[config.mk]
export PLATFORM = sky130hd
export DESIGN_NAME = control_unit
export DESIGN_NICKNAME = d
export VERILOG_FILES = /design/src/rtl/cpu_pkg.sv /design/src/rtl/cu_decoder.sv /design/src/rtl/control_unit.sv
export SDC_FILE = /design/constraint.sdc
export NUM_CORES = 1
export LEC_CHECK = 0
export ABC_AREA = 0
export CAP_MARGIN = 15
export CORE_UTILIZATION = 43
export DETAILED_ROUTE_END_ITERATION = 7
export PLACE_DENSITY = 0.86
export SLEW_MARGIN = 20
export SYNTH_ARGS = -nofsm -noshare
export SYNTH_HDL_FRONTEND = slang
export SYNTH_SLANG_ARGS = --single-unit
[constraint.sdc]
create_clock -name clock -period 4.17 [get_ports clock]
set_input_delay 0.6255 -clock clock [delete_from_list [all_inputs] [get_ports clock]]
set_output_delay 0.6255 -clock clock [all_outputs]
set_load 0.03 [all_outputs]
[src/rtl/cpu_pkg.sv]
// Shared encodings for the 16-bit RISC core: opcodes, control-unit states,
// PC-source / ALU-op selects and the static decode bundle.
package cpu_pkg;

  typedef enum logic [3:0] {
    OP_AND  = 4'd0,  OP_ADD  = 4'd1,  OP_SUB  = 4'd2,  OP_ANDI = 4'd3,
    OP_ADDI = 4'd4,  OP_LW   = 4'd5,  OP_LBU  = 4'd6,  OP_LBS  = 4'd7,
    OP_SW   = 4'd8,  OP_BGT  = 4'd9,  OP_BLT  = 4'd10, OP_BEQ  = 4'd11,
    OP_JMP  = 4'd12, OP_CALL = 4'd13, OP_RET  = 4'd14, OP_SV   = 4'd15
  } opcode_t;

  typedef enum logic [2:0] {
    ST_IF  = 3'd0,
    ST_ID  = 3'd1,
    ST_EX  = 3'd2,
    ST_MEM = 3'd3,
    ST_WB  = 3'd4
  } state_t;

  typedef enum logic [1:0] {
    PC_INC    = 2'b00,
    PC_BRANCH = 2'b01,
    PC_JUMP   = 2'b10,
    PC_RETURN = 2'b11
  } pcsrc_t;

  typedef enum logic [1:0] {
    ALU_AND = 2'b00,
    ALU_ADD = 2'b01,
    ALU_SUB = 2'b10
  } aluop_t;

  // Instruction class picks the stage route after ID.
  typedef enum logic [2:0] {
    CLS_ALU    = 3'd0,
    CLS_LOAD   = 3'd1,
    CLS_STORE  = 3'd2,
    CLS_BRANCH = 3'd3,
    CLS_JUMP   = 3'd4
  } opclass_t;

  typedef struct packed {
    opclass_t cls;
    aluop_t   alu_op;
    logic     alu_src;
    logic     ext;
    logic     rb;
    logic     wb;
    logic     add_addr;
    logic     add_data;
    logic     sv_mode;
  } ctrl_t;

endpackage

[src/rtl/cu_decoder.sv]
// Pure-combinational opcode decode into the state-independent control bundle.
module cu_decoder
  import cpu_pkg::*;
(
  input  opcode_t opcode_i,
  input  logic    mode_i,
  output ctrl_t   ctrl_o
);

  always_comb begin
    ctrl_o     = '0;
    ctrl_o.cls = CLS_ALU;
    unique case (opcode_i)
      OP_AND:  ctrl_o.alu_op = ALU_AND;
      OP_ADD:  ctrl_o.alu_op = ALU_ADD;
      OP_SUB:  ctrl_o.alu_op = ALU_SUB;
      OP_ANDI: begin
        ctrl_o.alu_op  = ALU_AND;
        ctrl_o.alu_src = 1'b1;
      end
      OP_ADDI: begin
        ctrl_o.alu_op  = ALU_ADD;
        ctrl_o.alu_src = 1'b1;
        ctrl_o.ext     = 1'b1;
      end
      OP_LW, OP_LBU, OP_LBS: begin
        ctrl_o.cls     = CLS_LOAD;
        ctrl_o.alu_op  = ALU_ADD;
        ctrl_o.alu_src = 1'b1;
        ctrl_o.ext     = (opcode_i != OP_LBU);
        ctrl_o.wb      = 1'b1;
      end
      OP_SW: begin
        ctrl_o.cls     = CLS_STORE;
        ctrl_o.alu_op  = ALU_ADD;
        ctrl_o.alu_src = 1'b1;
        ctrl_o.ext     = 1'b1;
        ctrl_o.rb      = 1'b1;
      end
      OP_BGT, OP_BLT, OP_BEQ: begin
        ctrl_o.cls    = CLS_BRANCH;
        ctrl_o.alu_op = ALU_SUB;
        ctrl_o.ext    = 1'b1;
        ctrl_o.rb     = 1'b1;
      end
      OP_JMP, OP_CALL, OP_RET: ctrl_o.cls = CLS_JUMP;
      OP_SV: begin
        ctrl_o.cls      = CLS_STORE;
        ctrl_o.alu_op   = ALU_ADD;
        ctrl_o.ext      = mode_i;
        ctrl_o.add_addr = 1'b1;
        ctrl_o.add_data = 1'b1;
        ctrl_o.sv_mode  = mode_i;
      end
    endcase
  end

endmodule

[src/rtl/control_unit.sv]
// Multi-cycle IF/ID/EX/MEM/WB control unit. Define CU_STATE_OUT_EN to expose
// the raw state encoding on dbgState.
module control_unit
  import cpu_pkg::*;
(
  input  logic       clock,
  input  logic       reset,
  input  logic [3:0] instructionCode,
  input  logic       zeroFlag,
  input  logic       mode,
  output logic       enIF,
  output logic       enID,
  output logic       enE,
  output logic       enMem,
  output logic       enWRB,
  output logic [1:0] sigPCSrc,
  output logic [1:0] sigALUOp,
  output logic       sigRB,
  output logic       sigALUSrc,
  output logic       sigExt,
  output logic       sigDstReg,
  output logic       sigWB,
  output logic       sigENW1,
  output logic       sigENW2,
  output logic       sigMemR,
  output logic       sigMemW,
  output logic       sigAddAddress,
  output logic       sigAddData,
  output logic       sigMode
`ifdef CU_STATE_OUT_EN
  ,
  output logic [2:0] dbgState
`endif
);

  state_t  state_q, state_d;
  opcode_t op_q;
  logic    mode_q;
  ctrl_t   ctrl;
  logic    active;

  cu_decoder u_dec (
    .opcode_i (op_q),
    .mode_i   (mode_q),
    .ctrl_o   (ctrl)
  );

  always_comb begin
    state_d = ST_IF;
    unique case (state_q)
      ST_IF:  state_d = ST_ID;
      ST_ID:  state_d = (ctrl.cls == CLS_JUMP) ? ST_IF : ST_EX;
      ST_EX: begin
        unique case (ctrl.cls)
          CLS_ALU:             state_d = ST_WB;
          CLS_LOAD, CLS_STORE: state_d = ST_MEM;
          default:             state_d = ST_IF;
        endcase
      end
      ST_MEM: state_d = (ctrl.cls == CLS_LOAD) ? ST_WB : ST_IF;
      default: state_d = ST_IF;
    endcase
  end

  always_ff @(posedge clock or negedge reset) begin
    if (!reset) begin
      state_q <= ST_IF;
      op_q    <= OP_AND;
      mode_q  <= 1'b0;
    end else begin
      state_q <= state_d;
      if (state_q == ST_IF) begin
        op_q   <= opcode_t'(instructionCode);
        mode_q <= mode;
      end
    end
  end

  // Static decode is held off in IF, where op_q still names the previous instruction.
  assign active = (state_q != ST_IF);

  always_comb begin
    enIF          = (state_q == ST_IF);
    enID          = (state_q == ST_ID);
    enE           = (state_q == ST_EX);
    enMem         = (state_q == ST_MEM);
    enWRB         = (state_q == ST_WB);
    sigALUOp      = active ? ctrl.alu_op : ALU_AND;
    sigALUSrc     = active & ctrl.alu_src;
    sigExt        = active & ctrl.ext;
    sigRB         = active & ctrl.rb;
    sigWB         = active & ctrl.wb;
    sigAddAddress = active & ctrl.add_addr;
    sigAddData    = active & ctrl.add_data;
    sigMode       = active & ctrl.sv_mode;
    sigENW1       = (state_q == ST_WB) && (ctrl.cls == CLS_ALU || ctrl.cls == CLS_LOAD);
    sigMemR       = (state_q == ST_MEM) && (ctrl.cls == CLS_LOAD);
    sigMemW       = (state_q == ST_MEM) && (ctrl.cls == CLS_STORE);
    sigENW2       = (state_q == ST_ID) && (op_q == OP_CALL);
    sigDstReg     = (state_q == ST_ID) && (op_q == OP_CALL);
    sigPCSrc      = PC_INC;
    if (state_q == ST_EX && ctrl.cls == CLS_BRANCH && zeroFlag)
      sigPCSrc = PC_BRANCH;
    else if (state_q == ST_ID && (op_q == OP_JMP || op_q == OP_CALL))
      sigPCSrc = PC_JUMP;
    else if (state_q == ST_ID && op_q == OP_RET)
      sigPCSrc = PC_RETURN;
  end

`ifdef CU_STATE_OUT_EN
  assign dbgState = state_q;
`endif

endmodule

-- Yosys cells after proc, flatten, opt, wreduce, memory -nomap -nowiden
Cells that the tools add are included.
- register bits after elaboration: 8
- input port bits: 8
- logic and storage cells: 72
- equality and inequality tests: 24
- mux-type cells: 15
- bitwise operators: 7
- reduce and logical (&&, ||, !) cells: 23
- operators with widths (cell ; count):
    4-bit equality test (second input constant) ; 8
    3-bit case mux with 4 select lines ; 2
    4-bit by 3-bit equality test with 1-bit output (second input constant) ; 4
    3-bit by 2-bit equality test with 1-bit output (second input constant) ; 4
    2-bit two-way mux ; 5
    3-bit OR reduction ; 3
    4-bit by 2-bit equality test with 1-bit output (second input constant) ; 2
    1-bit logical AND ; 8
    4-bit OR reduction ; 2
    1-bit bitwise AND ; 7
    7-bit OR reduction ; 1
    3-bit by 1-bit equality test with 1-bit output (second input constant) ; 2
    3-bit equality test (second input constant) ; 2
    3-bit logical NOT ; 2
    3-bit two-way mux ; 2
    3-bit case mux with 2 select lines ; 1
    6-bit OR reduction ; 1
    5-bit OR reduction ; 1
    4-bit by 1-bit equality test with 1-bit output (second input constant) ; 1
    4-bit by 3-bit != test with 1-bit output (second input constant) ; 1
    2-bit case mux with 2 select lines ; 1
    2-bit OR reduction ; 2
    1-bit two-way mux ; 3
    1-bit case mux with 3 select lines ; 1
    other kinds (2) ; 3

-- Logic depth before layout (Yosys ltp)
Gate-level depths: netlist of run 1.
- depth in word-level cells: 7
- gate-level depth with buffers: 5
- gate-level depth less buffers: 3

-- Cells and area by module
From an unflattened synthesis of run 1, not the netlist that was laid out.
- cell total of the unflattened synthesis: 81
- area, all modules: 681.9 sq um
- modules (own cells, without submodules) (module ; times used ; cells an instance ; area each (sq um)):
    control_unit ; 1 ; 54 ; 523.0
    cu_decoder ; 1 ; 27 ; 158.9

-- Least setup slack after synthesis of run 1
OpenSTA, ideal clock, no wires.
- path type: register to output
- start point: register state_q[2]
- end point: output port sigENW2
- data arrival time: 2145 ps
- data required time: 3544 ps
- slack: 1400 ps
- stages on the path, launching flop included: 5
- path buffers: 1
- cell sequence: dfrtp_1 -> nor3b_4 -> nand3_1 -> nor3b_1 -> buf_4
- cells in the longest elaborated chain, start to end: 2
- ends and longest elaborated chain (what ; RTL line ; source):
    start, declared ; control_unit.sv:36 ; state_t state_q, state_d;
    start signal, assigned ; control_unit.sv:71 ; state_q <= state_d;
    3-bit by 1-bit equality test with 1-bit output ; -- ;
    named net enID ; control_unit.sv:12 ; output logic enID,
    1-bit logical AND ; control_unit.sv:99 ; sigENW2 = (state_q == ST_ID) && (op_q == OP_CALL);
    end, declared ; control_unit.sv:24 ; output logic sigENW2,
The timed path passes the listed nets, and every way through them passes these cells.

-- Worst setup path after layout of run 1
- start point: register op_q[3]
- end point: output port sigPCSrc[0]
- cells in the longest elaborated chain, start to end: 7
- ends and longest elaborated chain (what ; RTL line ; source):
    start, declared ; control_unit.sv:37 ; opcode_t op_q;
    start signal, assigned ; control_unit.sv:73 ; op_q <= opcode_t'(instructionCode);
    4-bit equality test (tied with other cells) ; cu_decoder.sv:13, control_unit.sv:104 ;
    3-bit OR reduction (tied with other cells) ; cu_decoder.sv:13 ; unique case (opcode_i)
    3-bit case mux with 4 select lines ; cu_decoder.sv:13 ;
    3-bit by 2-bit equality test with 1-bit output ; control_unit.sv:102 ; if (state_q == ST_EX && ctrl.cls == CLS_BRANCH && zeroFlag)
    1-bit logical AND (2 in a row) ; control_unit.sv:102 ;
    2-bit two-way mux (*) ; control_unit.sv:102 ;
    end, declared ; control_unit.sv:16 ; output logic [1:0] sigPCSrc,
Every way passes the cells marked *; elsewhere a longest branch is shown, timed or not.

==> reports/summary.md, run 1 <==
The flow ran to the end, and the final reports show no timing, DRC or antenna violations. In this run, CTS created clock tree buffers numbering 3. The floorplan row count was 13; the area enclosed by the die boundary was 0.001639 mm2.

Portion of the post-synthesis area used by sequential elements: 31.43%. The internal power component was 0.4344 mW. Critical path start-end classification: flip-flop to primary output.

Once detail routing completed, the nets flagged for antenna violations numbered 0. The detailed-route vias per instance works out to 5.532. The largest total area in the synthesized netlist belongs to dfrtp_1. After detailed routing, the number of remaining DRC violations is 0. The actual slew at the worst max-slew pin was 0.5742 ns.

The cell leakage power was 0.3421 nW; the overall routing resource usage was 19.42%. After global routing the overflow that remains totals 0. Power spread over the standard cell area amounts to 945.9 mW/mm2.

Summing every instance area after synthesis gives 636.9 um2. The number of synthesized flops with an enable pin works out to 0. The mean post-synth cell area works out to 8.606 um2. The share of total power dissipated in sequential elements is 26.0%. The number of nets in the synthesized netlist is 82.

Clock-pin slew was measured on the worst setup and hold paths at 0.05 ns. Dividing the final minimum period by the clock period gives 71.29%. The number of sinks on the clock net is 8. Port buffering added 28 buffers. Max-cap violations in this run came to 0. STA classifies the critical path endpoint as a primary output. Compared with the post-synthesis result, the final layout area differs by 44.01%.

TritonCTS built the clock tree. Measured against its own limit, the worst slew margin works out to 61.63%. Number of global-route vias before repair: 468. The tools report the weighted congestion at the end of routability-driven global placement as 0.7448.

The endpoint of the worst register-to-register path was state_q[1]. The clock passes through at most 2 buffers. Combinational cells account for 67.7% of the total power.

In this run the worst setup path begins at op_q[3]. The tools report the maximum level of the CTS H-tree as 1. The number of detailed-route iterations in the first pass was 2; the initial core utilization was 47.75%.

The worst register-to-register path begins at state_q[2]. Library cell used as clock root buffer: clkbuf_4. The routed length per placed instance was 12.67 um. For this run, the leading register cell type out of synthesis is dfrtp_1.

I/O pin total: 29. After synthesis, the largest area contributor takes up 31.43% of total cell area. At the later pin of the worst-skew pair, clock insertion delay measures 0.25 ns. The maximum number of pins on one net before global-route repair was 19.

Synthesis produced a netlist whose cell count is 74. The run gives 1406 um as the final wirelength. Once detailed placement completed, the half-perimeter wirelength came to 1058 um.

Following the worst setup path forward leads to its endpoint at sigPCSrc[0]. The layout cell share with drive strength beyond 1 is 15.63%. Yosys attributes the largest share of cell area to dfrtp_1 31%, mux2_2 8.8%, a21oi_1 6.3%, nor3b_1 5.9%, clkbuf_1 4.1%. The tools report the summed negative setup slack over all endpoints as 0 ns.

The commonest cells after synthesis are 8 x a21oi_1, 8 x dfrtp_1, 7 x clkbuf_1. The routed layout has 614 vias. In this design, the largest share of critical-path delay is due to buffers and inverters. The logs give 0 for the count of antenna diodes in the layout and 4 for the violation count after the first detailed-route iteration. For this run, asynchronously set or reset flops after synthesis account for 100.0%.

The synthesized netlist contains 30 unique library cells. In this run, post-CTS repair resized a total of 0 instances. Critical path launch point type: a flip-flop. The switching share of total power works out to 49.92%. In this run the number of cells on the critical path is 4. The number of placed instances, taps included, is 108. The worst setup slack for register-to-register paths is 2.70 ns.

Setup violations remaining at the end of the flow were counted as 0. Critical path buffer and inverter count: 1. The critical path goes through nand2_1 -> or3b_2 -> a21oi_1 -> clkdlybuf4s50_1. Static timing analysis puts the maximum clock frequency at 0.3364 GHz.

For this design, the CTS-stage hold fixing added 0 buffers. The final critical-path required period came out at 2.973 ns. The count of non-filler cells in the finished layout was 111; the core footprint was 0.001334 mm2. Counting flops and latches in the post-synthesis netlist gives 8.

The number of setup buffers added after CTS is 0. The share of total power dissipated in the clock network is 6.3%. VDD sags by at most 529.3 uV.

The switching power of the nets is 0.4331 mW, and the largest fanout on the critical path is 18. Yosys warning count: 0. Data arrival time of the critical path: 2.35 ns. Setup repair after global routing left no endpoint under its margin. The width of the die works out to 40.49 um.

Data on the critical path is required at its endpoint by 3.54 ns. The run gives 0 as the final number of hold-violating endpoints. The class of the worst hold path is flip-flop to flip-flop. The first global-routing pass estimated 2035 um of wire. The run gives 106 as the final net count.

The worst register-to-register path has a depth of 3. The number of antenna violations at the first check in global routing was 0. For the final worst clock skew, the log shows 0.003691 ns.

The overall die height works out to 40.49 um. The max-slew violation count came out at 0. The maximum cell stage delay along the critical path is 0.68 ns, and the final-layout fill cell count is 112. Cell with the biggest individual delay on the critical path: clkdlybuf4s50_1.
cell families (layout without fill, tap and decap cells):
family	Yosys count	count (layout)	share of synthesized area [%]
AO/OA/AOI/OAI	16	16	16.70
XOR/XNOR	1	1	1.375
adder cells (fa/ha/maj)	1	1	1.572
buffers and inverters	11	33	8.251
flip-flops	8	8	31.43
multiplexers	5	5	8.840
AND/OR/NAND/NOR	32	32	31.83
worst min-delay path by stage:
stage          cells after the start  endpoint    from  slack [ns]
2_1_floorplan                      0    mode_q   reset        0.33
3_3_place_gp                       1    mode_q  mode_q        0.55
3_5_place_dp                       1    mode_q  mode_q        0.55
4_1_cts                            1    mode_q  mode_q        0.56
5_1_grt                            1    mode_q  mode_q        0.57
6_report                           1    mode_q  mode_q        0.56
sequential cells by signal (all words and copies together), names as in the netlist:
| name | cells |
|---|---|
| mode_q | 1 |
| op_q | 4 |
| state_q | 3 |
per-stage QoR:
stage | setup slack, ns | utilization [%] | area (um2) | hold slack [ns] | power [mW]
2_1_floorplan | 1.400 | - | 636.9 | 0.3299 | 0.6279
3_3_place_gp | 1.520 | 67.07 | 894.6 | 0.5504 | 0.8031
3_5_place_dp | 1.492 | 67.07 | 894.6 | 0.5487 | 0.8162
4_1_cts | 1.207 | 68.76 | 917.1 | 0.5592 | 0.8760
5_1_grt | 1.034 | 68.76 | 917.1 | 0.5717 | 0.9322
6_report | 1.197 | 68.76 | 917.1 | 0.5568 | 0.8675
final cells by class:
cell class | count | area, um2 | share of cell area [%]
inverters | 1 | 3.754 | 0.4093
multi-input cells | 55 | 384.1 | 41.88
well taps | 15 | 18.77 | 2.046
repair buffers | 29 | 287.8 | 31.38
flip-flops and latches | 8 | 200.2 | 21.83
clock buffers | 3 | 22.52 | 2.456
power by group through the flow:
stage / registers [mW] / clock network, mW / logic (mW)
finish: 0.225 / 0.0547 / 0.588
floorplan: 0.144 / 0 / 0.484
CTS: 0.222 / 0.0593 / 0.594
global placement: 0.218 / 0 / 0.585
global route: 0.238 / 0.0639 / 0.630
detailed placement: 0.223 / 0 / 0.593
cells in the final DEF (no fill, tap or decap):
cell and count:
a211oi_1 1, a21bo_2 2, a21o_1 1, a21oi_1 8, a31o_2 1, and2_1 1, and3b_1 1, buf_4 1
clkbuf_4 3, clkdlybuf4s50_1 28, dfrtp_1 8, inv_1 1, maj3_1 1, mux2_2 5, nand2_1 4, nand2b_1 2
nand3_1 3, nand4b_1 1, nor2_1 4, nor2b_1 1, nor3_1 4, nor3b_1 5, nor3b_4 1, nor4_1 1
nor4b_1 2, o21ai_1 1, o21ba_2 1, o21bai_1 1, or3_1 1, or3b_2 1, xnor2_1 1
metal layers:
layer	vias to the layer above	wire length, um	GRT usage [%]
met5	-	0	0
met2	12	718	28.57
li1	308	-	-
met4	0	0	10.00
met3	0	38	3.333
met1	294	649	26.99
worst register-to-register path: stages, from the launching register on:
cell and delay (ns):
dfrtp_1 0.44, nor3b_1 0.53, a21oi_1 0.13, nor3_1 0.27
Note: power is estimated with default switching activity, not from simulation.
==> run 2: changes to the inputs <==
--- a/config.mk
+++ b/config.mk
@@ -7,9 +7,9 @@
 export LEC_CHECK = 0
 export ABC_AREA = 0
 export CAP_MARGIN = 15
-export CORE_UTILIZATION = 43
+export CORE_UTILIZATION = 40
 export DETAILED_ROUTE_END_ITERATION = 7
-export PLACE_DENSITY = 0.86
+export PLACE_DENSITY = 0.81
 export SLEW_MARGIN = 20
 export SYNTH_ARGS = -nofsm -noshare
 export SYNTH_HDL_FRONTEND = slang
==> constraint.sdc (replaced) <==
create_clock -name clock -period 3.11 [get_ports clock]
set_input_delay 0.4665 -clock clock [delete_from_list [all_inputs] [get_ports clock]]
set_output_delay 0.4665 -clock clock [all_outputs]
set_load 0.03 [all_outputs]
==> run 2 against run 1 <==
  * Non-clock buffer count rose by 2
  * Via count rose by 3.9%
  * Utilization fell by 6.1 points
  * Register-to-register slack got worse by 1.1 ns
  * Critical path type unchanged
==> reports/summary.md, run 2 (same netlist as run 1, synthesis figures left out) <==
The cell leakage power is 0.3522 nW. Number of global-route vias before repair: 579. For the worst setup slack for register-to-register paths, the log shows 1.59 ns. After detailed routing, the number of remaining DRC violations is 0. The sequential power share was 24.4%.

Max-cap violations in this run came to 0. The later pin in the worst-skew pair is clocked with a latency of 0.25 ns. The core footprint is 0.001489 mm2. The floorplan step set the die height to 41.90 um. The clock net in this run drives a total of 8 sinks.

The max-slew violation count is 0. The internal power component came out at 0.5971 mW. The tools report the share of total power in combinational logic as 69.1%. By startpoint and endpoint, the worst setup path is classified as flip-flop to primary output. On the final layout, the worst hold slack is 0.4919 ns. For the placed wire-length estimate, the log shows 1090 um.

The layout cell share with drive strength beyond 1 is 17.35%, and the count of nets left with antenna violations after detail routing is 0. The congestion estimate from routability-driven global placement came to 0.7913. For the worst setup path, the data required time is 2.64 ns. The logs give 0 for the post-cts repair resize count and 0 for the post-cts hold buffer count. In the final layout, the registers with the most flip-flops are op_q (4), state_q (3), mode_q (1). Timing would allow up to 0.3490 GHz. Count of antenna diodes in the layout: 0. For this block, the routed nets add up to 1518 um of wire. The run gives 42.77% as the initial core utilization. The analysis attributes to net switching a power of 0.5946 mW. The clock passes through at most 2 buffers. The min-delay analysis places its worst path in the category input pin to async pin.

The area occupied by registers came out at 200.2 um2. The tools report the maximum number of pins on one net before global-route repair as 19. The logs give 0 for the total global routing overflow and 17 for the violation count after the first detailed-route iteration.

The signed area change from the synthesized netlist to the final layout was 46.56%; the clock buffer count from CTS was 3. At the pin with the least slew margin, the transition time is 0.5176 ns. The clock network accounts for 6.5% of the total power. The number of setup violations in the final report was 0; the area enclosed by the die boundary was 0.001756 mm2.

Across all layers, the routed design uses 638 vias. IR analysis of the VDD net gives a maximum drop of 648.3 uV. Leaving out fill and tap cells, the most frequent cells in the layout are 28 x clkdlybuf4s50_1, 8 x a21oi_1, 8 x dfrtp_1. Register with the most flip-flops: op_q.

The data arrival time of the critical path is 2.40 ns. The width of the die came out at 41.90 um. The floorplan row count is 14. Kind of end point of the critical path: a primary output. Counting I/O delays and the setup requirement, the final critical path takes 2.866 ns.

After detailed routing, the average wire length per cell comes to 13.32 um. The final worst clock skew is 0.001887 ns, and the detailed-route vias per instance is 5.596. For the overall routing resource usage, the log shows 18.83%. Library cell used as clock root buffer: clkbuf_4.

The number of cells on the worst reg-to-reg path came out at 3. The area of combinational cells with multiple inputs is 384.1 um2, and the summed negative setup slack over all endpoints is 0 ns. TritonCTS built the clock tree. The final critical path takes up 92.14% of the cycle. The register with the most flip-flops in the layout has 4 of them. STA classifies the critical path startpoint as a flip-flop. For the global-route wire length before repair, the log shows 2594 um. The worst slew margin relative to its limit was 65.49%.

The tools report the I/O pin total as 29. Setup repair after global routing left no endpoint under its margin. The filler cells instantiated in the layout total 124.

The pre-antenna-repair detailed-routing pass consisted of 4 iterations. Clock-pin slew was measured on the worst setup and hold paths at 0.05 ns. Net switching is 49.90% of the power. At the end of the flow, the number of nets in the layout was 108. The number of antenna violations at the first check in global routing is 0. Leaving out fill and tap cells, the most frequent cell in the layout is clkdlybuf4s50_1.

In this run the tool buffered the top-level ports with 28 buffer cells. In this run the power density over the cells is 1277 mW/mm2. For the final number of hold-violating endpoints, the log shows 0. The launching point of the worst reg2reg path is op_q[3]. The number of post-CTS setup repair buffers is 0. The run gives 1 as the maximum level of the CTS H-tree. In this run the critical register-to-register path is captured at state_q[0]. The largest fanout on the critical path came out at 18. The flow ran to the end, and the final reports show no timing, DRC or antenna violations.
-- run 2: changes by cell type in the layout (fill, tap and decap cells not counted), sizes merged --
| cell | change |
|---|---|
| buf | +2 |
-- run 2: through the flow --
step / cell area [um2] / instances / power, mW / util (%) / setup WS (ns)
floorplan: 636.9 / 74 / 0.8419 / - / 0.4988
global placement: 910.9 / 111 / 1.098 / 61.18 / 0.5912
detailed placement: 910.9 / 111 / 1.114 / 61.18 / 0.5320
CTS: 933.4 / 114 / 1.195 / 62.69 / 0.2682
global route: 933.4 / 114 / 1.273 / 62.69 / 0.09144
finish: 933.4 / 114 / 1.192 / 62.69 / 0.2444
-- run 2: how the worst max path moves through the flow --
| stage | to | cells past startpoint | from | slack [ns] |
|---|---|---|---|---|
| after detailed placement | sigPCSrc[0] | 4 | op_q[3] | 0.53 |
| after CTS | sigPCSrc[0] | 4 | op_q[3] | 0.27 |
| after floorplan | sigENW2 | 4 | state_q[2] | 0.50 |
| after global routing | sigPCSrc[0] | 4 | op_q[3] | 0.09 |
| after global placement | sigPCSrc[0] | 4 | op_q[3] | 0.59 |
| final | sigPCSrc[0] | 4 | op_q[3] | 0.24 |
-- run 2: layer usage --
layer  track usage, %  share of wire, %  vias up
met5                0                 0        -
met1            27.02                46      302
met3            1.304               4.0        2
li1                 -                 -      311
met2            28.44                49       23
met4            9.677              0.79        0
-- run 2: power by group through the flow --
| stage | clock, mW | combinational, mW | sequential [mW] |
|---|---|---|---|
| floorplan | 0 | 0.649 | 0.193 |
| global placement | 0 | 0.816 | 0.281 |
| detailed placement | 0 | 0.821 | 0.292 |
| CTS | 0.0804 | 0.826 | 0.288 |
| global route | 0.0850 | 0.880 | 0.309 |
| finish | 0.0770 | 0.823 | 0.291 |
-- run 2: critical path: stages (launching register included) --
cell	delay (ns)
dfrtp_1	0.66
nand2_1	0.18
or3b_2	0.50
a21oi_1	0.13
clkdlybuf4s50_1	0.68
-- run 2: cell type report --
class	instances	area share, %
clock buffers	3	2.413
repair buffers	31	32.44
inverters	1	0.4021
flip-flops and latches	8	21.45
multi-input cells	55	41.15
well taps	16	2.145
